`src/rtl/scoreboard_stall_unit.sv`:
```
// Register-hazard scoreboard for decode: per-register pending-write counters, combinational stall.
// Optional SCOREBOARD_PERF_EN adds a saturating stall_cycles counter output.
module scoreboard_stall_unit #(
  parameter int NREG  = 8,
  parameter int AW    = 3,
  parameter int CNT_W = 2
) (
  input  logic            clk,
  input  logic            reset,
  input  logic            issue_valid,
  input  logic [AW-1:0]   issue_src1,
  input  logic            issue_src1_en,
  input  logic [AW-1:0]   issue_src2,
  input  logic            issue_src2_en,
  input  logic [AW-1:0]   issue_dst,
  input  logic            issue_dst_en,
  input  logic            wb_valid,
  input  logic [AW-1:0]   wb_addr,
  input  logic            flush,
  output logic            stall,
  output logic            issue_fire,
  output logic [NREG-1:0] pending_mask,
  output logic            busy,
`ifdef SCOREBOARD_PERF_EN
  output logic [15:0]     stall_cycles,
`endif
  output logic            err_underflow
);

  localparam logic [CNT_W-1:0] CNT_ZERO = '0;
  localparam logic [CNT_W-1:0] CNT_ONE  = CNT_W'(1);
  localparam logic [CNT_W-1:0] CNT_MAX  = '1;

  logic [NREG-1:0][CNT_W-1:0] cnt_q, cnt_d;
  logic                       err_underflow_q, err_underflow_d;
  logic [NREG-1:0]            inc_v, dec_v;
  logic [CNT_W-1:0]           c_src1, c_src2, c_dst, c_wb;
  logic                       rel1, rel2, haz1, haz2, sat;

  assign c_src1 = cnt_q[issue_src1];
  assign c_src2 = cnt_q[issue_src2];
  assign c_dst  = cnt_q[issue_dst];
  assign c_wb   = cnt_q[wb_addr];

  // A write-back retiring the last pending write is forwarded to this cycle's read.
  assign rel1 = wb_valid && (wb_addr == issue_src1) && (c_src1 == CNT_ONE);
  assign rel2 = wb_valid && (wb_addr == issue_src2) && (c_src2 == CNT_ONE);
  assign haz1 = issue_src1_en && (c_src1 != CNT_ZERO) && !rel1;
  assign haz2 = issue_src2_en && (c_src2 != CNT_ZERO) && !rel2;
  assign sat  = issue_dst_en && (c_dst == CNT_MAX) && !(wb_valid && (wb_addr == issue_dst));

  assign stall      = issue_valid && (haz1 || haz2 || sat);
  assign issue_fire = issue_valid && !stall;

  always_comb begin
    inc_v = '0;
    dec_v = '0;
    for (int r = 0; r < NREG; r++) begin
      inc_v[r] = issue_fire && issue_dst_en && (issue_dst == AW'(r));
      dec_v[r] = wb_valid && (wb_addr == AW'(r)) && (cnt_q[r] != CNT_ZERO);
    end
  end

  always_comb begin
    cnt_d = cnt_q;
    if (flush) begin
      cnt_d = '0;
    end else begin
      for (int r = 0; r < NREG; r++) begin
        if (inc_v[r] && !dec_v[r])      cnt_d[r] = cnt_q[r] + CNT_ONE;
        else if (dec_v[r] && !inc_v[r]) cnt_d[r] = cnt_q[r] - CNT_ONE;
      end
    end
    err_underflow_d = err_underflow_q || (wb_valid && (c_wb == CNT_ZERO));
  end

  always_ff @(posedge clk or posedge reset) begin
    if (reset) begin
      cnt_q           <= '0;
      err_underflow_q <= 1'b0;
    end else begin
      cnt_q           <= cnt_d;
      err_underflow_q <= err_underflow_d;
    end
  end

  always_comb begin
    pending_mask = '0;
    for (int r = 0; r < NREG; r++) pending_mask[r] = (cnt_q[r] != CNT_ZERO);
  end

  assign busy          = |pending_mask;
  assign err_underflow = err_underflow_q;

`ifdef SCOREBOARD_PERF_EN
  logic [15:0] stall_cycles_q, stall_cycles_d;

  always_comb begin
    stall_cycles_d = stall_cycles_q;
    if (stall && (stall_cycles_q != 16'hFFFF)) stall_cycles_d = stall_cycles_q + 16'd1;
  end

  always_ff @(posedge clk or posedge reset) begin
    if (reset) stall_cycles_q <= '0;
    else       stall_cycles_q <= stall_cycles_d;
  end

  assign stall_cycles = stall_cycles_q;
`endif

endmodule

```
`config.mk`:
```
export PLATFORM = sky130hd
export DESIGN_NAME = scoreboard_stall_unit
export DESIGN_NICKNAME = d
export VERILOG_FILES = /design/src/rtl/scoreboard_stall_unit.sv
export SDC_FILE = /design/constraint.sdc
export NUM_CORES = 1
export LEC_CHECK = 0
export ABC_AREA = 1
export CAP_MARGIN = 20
export CORE_UTILIZATION = 30
export CTS_CLUSTER_DIAMETER = 40
export DETAILED_ROUTE_END_ITERATION = 12
export MAX_ROUTING_LAYER = met4
export PLACE_DENSITY = 0.5
export SYNTH_ARGS = -nofsm -noshare
export SYNTH_HDL_FRONTEND = slang
export SYNTH_SLANG_ARGS = --single-unit
export TNS_END_PERCENT = 10
```
`constraint.sdc`:
```
create_clock -name clk -period 3.7 [get_ports clk]
set_input_delay 0.555 -clock clk [delete_from_list [all_inputs] [get_ports clk]]
set_output_delay 0.555 -clock clk [all_outputs]
set_load 0.02 [all_outputs]
```
==> results of run 1 <==
## worst paths after layout
kind / from / endpoint / cells after the start
worst max register to register: cnt_q[8]$_DFFE_PP0P_ / cnt_q[9]$_DFFE_PP0P_ / 14
worst min register to register: err_underflow$_DFF_PP0_ / err_underflow$_DFF_PP0_ / 1
worst max-delay path: issue_src1[0] / stall / 10
worst min-delay path: err_underflow$_DFF_PP0_ / err_underflow$_DFF_PP0_ / 1
max in group asynchronous: reset / cnt_q[14]$_DFFE_PP0P_ / 2
min in group asynchronous: reset / cnt_q[2]$_DFFE_PP0P_ / 2
## state kept, by name, indices dropped and copies added (netlist names)
register / flops
err_underflow: 1
cnt_q: 16
## cell type report
class / instances / area, um2
clock buffer: 3 / 41.29
clock inverter: 1 / 5.005
fill: 799 / 4332
inverter: 58 / 220.2
multi-input combinational: 309 / 1460
sequential: 17 / 425.4
tap: 96 / 120.1
timing repair buffer: 35 / 340.3
## synthesized netlist by cell type, types with 3 or more instances
cell | n | area [um2]
buf_2 | 3 | 15.01
buf_4 | 3 | 22.52
buf_6 | 4 | 45.04
dfrtp_1 | 17 | 425.4
inv_1 | 52 | 195.2
inv_2 | 5 | 18.77
nand2_1 | 143 | 536.8
nand2_2 | 5 | 31.28
nand3_1 | 48 | 240.2
nand3_2 | 6 | 60.06
nand4_1 | 17 | 106.4
nand4_2 | 7 | 87.58
nor2_1 | 61 | 229.0
o21ai_0 | 4 | 20.02
o21ai_1 | 6 | 30.03
## metal layers
metal | share of wire [%] | routed length (um) | track usage [%]
met5 | 0 | 0 | -
met4 | 1.5 | 110 | 6.706
met3 | 3.6 | 264 | 1.697
met2 | 45 | 3288 | 33.54
met1 | 50 | 3604 | 27.57
## power groups by stage
stage | clock network (uW) | logic (uW) | registers (uW)
6_report | 153 | 336 | 258
5_1_grt | 164 | 378 | 262
4_1_cts | 158 | 338 | 258
3_5_place_dp | 0 | 336 | 262
3_3_place_gp | 0 | 337 | 263
2_1_floorplan | 0 | 236 | 236
## metrics by stage
step | power (uW) | instance area (um2)
3_3_place_gp | 600.1 | 2566
2_1_floorplan | 472.1 | 2207
4_1_cts | 754.3 | 2613
6_report | 747.8 | 2613
5_1_grt | 803.4 | 2613
3_5_place_dp | 597.3 | 2566
## logic make-up (layout without fill, tap and decap cells)
| family | count (synthesis) | after routing | share of synthesized area, % |
|---|---|---|---|
| AND/OR/NAND/NOR | 295 | 295 | 62.70 |
| buffers and inverters | 70 | 97 | 14.57 |
| flip-flops | 17 | 17 | 19.27 |
| AO/OA/AOI/OAI | 14 | 14 | 3.458 |
## worst max-delay path: cells and delay by family
| kind | cells | cell delay [ps] |
|---|---|---|
| AND/OR/NAND/NOR | 6 | 510 |
| AO/OA/AOI/OAI | 1 | 240 |
| buffers and inverters | 3 | 1550 |
==> metrics, run 1 <==
status finished clean; register bit total from synthesis 17; maximum vdd drop 0.1109 mV; Max-Cap Viols 0; period utilization 92.43%; IO buf count 31; clk sinks 17; Post-Syn Area 0.002207 mm2; setup_tns 0 ps; Ys Warns 0; routed wire length 7.268 mm; clock period minus worst slack 3420 ps; H-tree Lvls 1; CTS tree yes; CP Max Fanout 12; Post CTS Setup Buffer Count 0; DR vias 2522; most used cells in the layout excluding fill and tap cells nand2_1, nor2_1, inv_1; vias in the first global route 2392; Placer Congestion 0.9186; CP Launch Type primary input; asr flop ratio synth 100.0%; Layout Cells excl Fill 519; final setup fails 0; Final nets 444; Placed Cells 515; largest net degree at the start of global routing 26; post-route antenna net violation count 0; Clk pwr share 20.5%; Slowest-stage cell, CP clkdlybuf4s50_1; Worst Hold Slack 479.6 ps; first-pass GRT wire length 11.70 mm; CTS buffer count 3; kind of critical path in2out; hold crit path type reg2reg; EDFF count, synth 0; CP Cell Sequence clkdlybuf4s50_1, inv_1, nand2_1, nand3_1, nand2_1, nor2_1, nand2_1, nand3_2, a31oi_1, clkdlybuf4s50_1; Post-Syn Area per Cell 5.574 um2; IO Pins 32; DP HPWL 5.615 mm; WP data required 3140 ps; DRC viols 0; fin. max-slew vios 0; Netlist cell types 28; final setup margin 280.1 ps; Clk Latency, worst-skew pair 270 ps; Seq pwr share 34.6%; CTS-repair resized insts 0; Root Buffer clkbuf_8; Layout area overhead 18.37%; Syn Inst Count 396; Main synth FF type dfrtp_1; Least-Margin Pin Slew 715.8 ps; RSZ-0062 raised after global routing false; Bufs on Longest Clock Path 2; Die Span Y 87.78 um; Net Count, Synth 416; die area 0.007704 mm2; ant diodes 0; clk slew on worst S/H paths 80 ps; Seq/Total Area, Yosys 19.27%; PwrDens 286.2 mW/mm2; Final Hold Vio Count 0; First DRT Iteration DRCs 132; FP Rows 30; drt pass-1 iters 4; Max Fclk 292.4 MHz; CP dominant cell by count nand2_1; drt wl/cell 14.00 um; P_int 409.5 uW; Max stage delay on crit path 690 ps; pre-CTS setup slack 336.7 ps; chip width 87.78 um; Via density 4.859; commonest non-fill, non-tap cell in the layout nand2_1; CTS Hold Bufs 0; initial antenna violation count 0; crit end category output pin; crit path DAT 2860 ps; Initial Util 31.78%; Rel. slew slack 52.23%; final global-route overflow total 0; Total GRT Usage 20.84%; Psw 338.2 uW; worst clock skew 10.02 ps; share of the core filled with cells 37.62%; logic gate share of total power 44.9%; R2R setup slack 1530 ps; leakage power 0.001330 uW; Core Region 0.006944 mm2; share of layout cells above drive strength 1 8.747%; switching share of power 45.23%
Note: power is estimated with default switching activity, not from simulation.
==> run 2, diff against run 1 <==
- CORE_MARGIN: not set -> 3
- clock period: 3.7 -> 4.2 ns (I/O delays scaled with it)
==> run 2 against run 1 <==
Net effect:
- clock-buffer cell count rose by 1
- non-clock buffer count fell by 2
- final cell count fell by 0.39%
- sequential power fell by 12%
- sequential cell count did not move
- critical endpoint is now issue_fire
- critical path type unchanged
- first-iteration DRC count rose by 73%
- combinational power fell by 12%
- total power fell by 12%
- final area fell by 0.62%
- worst hold slack improved by 24 ps
- core utilization fell by 0.23 points
- register-to-register slack improved by 520 ps
==> metrics, run 2 (synthesis gave the netlist of run 1 again) <==
clk sinks 17; Slowest-stage cell, CP clkdlybuf4s50_1; CP dominant cell by count nand2_1; worst clock skew 4.840 ps; IO Pins 32; Initial Util 31.78%; crit end category output pin; clock period minus worst slack 3523 ps; ant diodes 0; Core Region 0.006944 mm2; drt wl/cell 14.19 um; PwrDens 252.5 mW/mm2; fin. max-slew vios 0; clk slew on worst S/H paths 80 ps; CP Max Fanout 12; Least-Margin Pin Slew 739.9 ps; Rel. slew slack 50.62%; routed wire length 7.336 mm; CP Launch Type primary input; Min-Delay Startpoint err_underflow$_DFF_PP0_; vias in the first global route 2649; pre-CTS setup slack 670.8 ps; max FFs per register 16; share of layout cells above drive strength 1 8.076%; Post CTS Setup Buffer Count 0; Max-Cap Viols 0; Root Buffer clkbuf_8; first-pass GRT wire length 12.52 mm; RSZ-0062 raised after global routing false; CTS Hold Bufs 0; Total GRT Usage 19.08%; H-tree Lvls 1; register bank with the most flops cnt_q; Placer Congestion 0.8883; Final Hold Vio Count 0; First DRT Iteration DRCs 228; Layout area overhead 17.63%; Max Fclk 283.9 MHz; Worst R2R Start cnt_q[8]$_DFFE_PP0P_; Via density 4.981; final setup fails 0; Clk Latency, worst-skew pair 260 ps; drt pass-1 iters 4; leakage power 0.001318 uW; CTS buffer count 3; chip width 91.78 um; most used cells in the layout excluding fill and tap cells nand2_1, nor2_1, inv_1; die area 0.008423 mm2; Die Span Y 91.78 um; FP Rows 30; kind of critical path in2out; final setup margin 677.1 ps; largest net degree at the start of global routing 26; maximum vdd drop 0.1178 mV; hold crit path type reg2reg; commonest non-fill, non-tap cell in the layout nand2_1; period utilization 83.88%; Bufs on Longest Clock Path 2; CTS-repair resized insts 0; DP HPWL 5.673 mm; status finished clean; Max stage delay on crit path 680 ps; DR vias 2575; post-route antenna net violation count 0; Final nets 442; DRC viols 0; CP Cell Sequence clkdlybuf4s50_1, inv_1, nand2_1, nand2_1, nor2_1, nand2_1, nand2_1, nand2_1, nand3_2, nand3_4, nor2_8, clkdlybuf4s50_1; WP data required 3570 ps; initial antenna violation count 0; IO buf count 31; Worst Setup SP issue_src1[0]; final global-route overflow total 0; CTS tree yes; crit path DAT 2890 ps; setup_tns 0 ps
## run 2: worst paths after layout
kind | end | slack [ps] | depth (start not counted)
max | issue_fire | 680 | 12
min | err_underflow$_DFF_PP0_ | 500 | 1
max reg2reg | cnt_q[5]$_DFFE_PP0P_ | 2050 | 13
min reg2reg | err_underflow$_DFF_PP0_ | 500 | 1
max in group asynchronous | cnt_q[8]$_DFFE_PP0P_ | 2940 | 2
min in group asynchronous | cnt_q[9]$_DFFE_PP0P_ | 790 | 2
## run 2: cell type report
cell class | count | area (um2)
inverter | 58 | 220.2
fill | 778 | 4348
sequential | 17 | 425.4
multi-input combinational | 309 | 1460
tap | 96 | 120.1
clock buffer | 4 | 45.04
timing repair buffer | 33 | 325.3
## run 2: per-layer routing
layer | share of wire, % | global-route usage [%]
met5 | 0 | -
met4 | 4.0 | 9.035
met3 | 5.7 | 1.887
met2 | 43 | 29.34
met1 | 47 | 25.16
## run 2: through the flow
stage / cells / power (uW) / util [%] / hold WS (ps) / area (um2)
floorplan: 396 / 415.9 / - / 527.1 / 2207
global placement: 513 / 527.0 / 36.74 / 477.6 / 2551
detailed placement: 513 / 526.3 / 36.74 / 467.7 / 2551
CTS: 517 / 661.8 / 37.39 / 498.6 / 2596
global route: 517 / 711.6 / 37.39 / 522.2 / 2596
finish: 517 / 655.4 / 37.39 / 503.7 / 2596
## run 2: power by group
group          internal [uW]  switching, uW  total [uW]
Combinational            111            183         294
Clock                   67.6           65.5         133
Sequential               182           46.4         228
## run 2: critical path: cells and delay by family
| kind | cells | cell delay, ps |
|---|---|---|
| buffers and inverters | 3 | 1490 |
| and+or+nand+nor | 9 | 750 |
==> run 3, diff against run 2 <==
- PLACE_DENSITY: 0.5 -> 0.52
- clock period: 4.2 -> 2.98 ns (I/O delays scaled with it)
==> run 3 against run 2 <==
Net effect:
- sequential power rose by 39%
- final area rose by 5.6%
- sequential cell count did not move
- critical endpoint is now stall
- die area did not move
==> metrics, run 3 (synthesis gave the netlist of run 1 again) <==
area occupied by multi-input gates 0.001460 mm2; register bank with the most flops cnt_q; die area 0.008423 mm2; FF+latch area 425.4 um2; initial antenna violation count 0; Layout area overhead 24.21%; Total GRT Usage 18.28%; most used cells in the layout excluding fill and tap cells nand2_1, nor2_1, inv_1; final setup fails 0; DR vias 2546; Root Buffer clkbuf_8; Placer Congestion 0.9526; chip width 91.78 um; IO Pins 32; maximum vdd drop 0.2288 mV; ant diodes 0; Slowest-stage cell, CP clkdlybuf4s50_1; DP HPWL 5.643 mm; # fillers 772; routed wire length 7.130 mm; kind of critical path in2out; commonest non-fill, non-tap cell in the layout nand2_1; DRC viols 0; CTS tree yes; Die Span Y 91.78 um; period utilization 87.87%; vias in the first global route 2489; Bufs and invs on worst path 3; Post CTS Setup Buffer Count 0; RSZ-0062 raised after global routing false; leakage power 0.001435 uW; Worst path top cell family by delay buffers and inverters; Final Hold Vio Count 0; IO buf count 31; CP Cell Sequence clkdlybuf4s50_1, buf_4, nor2_1, nor2_1, nand2_1, nand2_1, nand2_1, nand2_1, nand3_2, a31oi_1, dlymetal6s2s_1; Clk Latency, worst-skew pair 260 ps; Max-Cap Viols 0; drt wl/cell 13.40 um; max FFs per register 16; final global-route overflow total 0; crit path DAT 2170 ps; CTS-repair resized insts 0; crit end category output pin; placed cell areas 0.002689 mm2; clk slew on worst S/H paths 80 ps; setup_tns 0 ps; Final nets 457; WP data required 2530 ps; Rel. slew slack 53.31%; Bufs on Longest Clock Path 2; PwrDens 342.0 mW/mm2; H-tree Lvls 1; hold crit path type reg2reg; Initial Util 31.78%; first-pass GRT wire length 12.19 mm; Design Area, Final 0.002741 mm2; CP Max Fanout 9; drt pass-1 iters 4; CP dominant cell by count nand2_1; Least-Margin Pin Slew 699.6 ps; share of layout cells above drive strength 1 11.70%; status finished clean; Max Fclk 381.9 MHz; First DRT Iteration DRCs 144; largest net degree at the start of global routing 26; CTS buffer count 3; worst clock skew 4.720 ps; CTS Hold Bufs 0; clk sinks 17; Via density 4.786; CP Launch Type primary input; fin. max-slew vios 0; FP Rows 30; Core Region 0.006944 mm2; clock period minus worst slack 2619 ps; Max stage delay on crit path 540 ps; post-route antenna net violation count 0
[run 3: cell types whose count changed in the layout (fill, tap and decap cells not counted), sizes merged]
cell           before  now
dlymetal6s2s        0    3
buf                 2   17
clkdlybuf4s50      31   28
[run 3: area by class of cell]
| type | instances | area share, % |
|---|---|---|
| Multi-Input combinational cell | 309 | 53.26 |
| Timing Repair Buffer | 48 | 17.16 |
| Sequential cell | 17 | 15.52 |
| Inverter | 58 | 8.033 |
| Tap cell | 96 | 4.382 |
| Clock buffer | 4 | 1.643 |
[run 3: power breakdown]
part	internal (uW)	leakage (uW)	switching (uW)
combinational	175	0.00120	261
clock	95.1	0.0000228	91.2
sequential	257	0.000210	59.0
[run 3: layer usage]
metal  track usage, %  up-vias  part of all wire [%]
met1            25.16     1143                    51
met5                -        -                     0
met4            4.208        0                   1.0
met2            28.91       60                    44
li1                 -     1337                     -
met3            1.969        6                   3.9
[run 3: metrics by stage]
step	utilization (%)	setup WS [ps]	std cells	hold WS, ps	total power, uW
2_1_floorplan	-	1029	396	373.1	586.2
3_3_place_gp	38.72	24.96	528	478.8	755.0
4_1_cts	39.37	24.86	532	497.7	942.7
5_1_grt	39.48	268.2	532	530.7	1016
6_report	39.48	361.4	532	492.9	937.5
3_5_place_dp	38.72	25.40	528	467.1	755.1
[run 3: worst paths after layout]
path	cells past startpoint	slack (ps)	end	start
setup / recovery	11	360	stall	issue_src1[0]
hold / removal	1	490	err_underflow$_DFF_PP0_	err_underflow$_DFF_PP0_
setup reg to reg	14	900	cnt_q[3]$_DFFE_PP0P_	cnt_q[8]$_DFFE_PP0P_
hold reg to reg	1	490	err_underflow$_DFF_PP0_	err_underflow$_DFF_PP0_
max in group asynchronous	2	1940	cnt_q[3]$_DFFE_PP0P_	reset
min in group asynchronous	2	590	err_underflow$_DFF_PP0_	reset
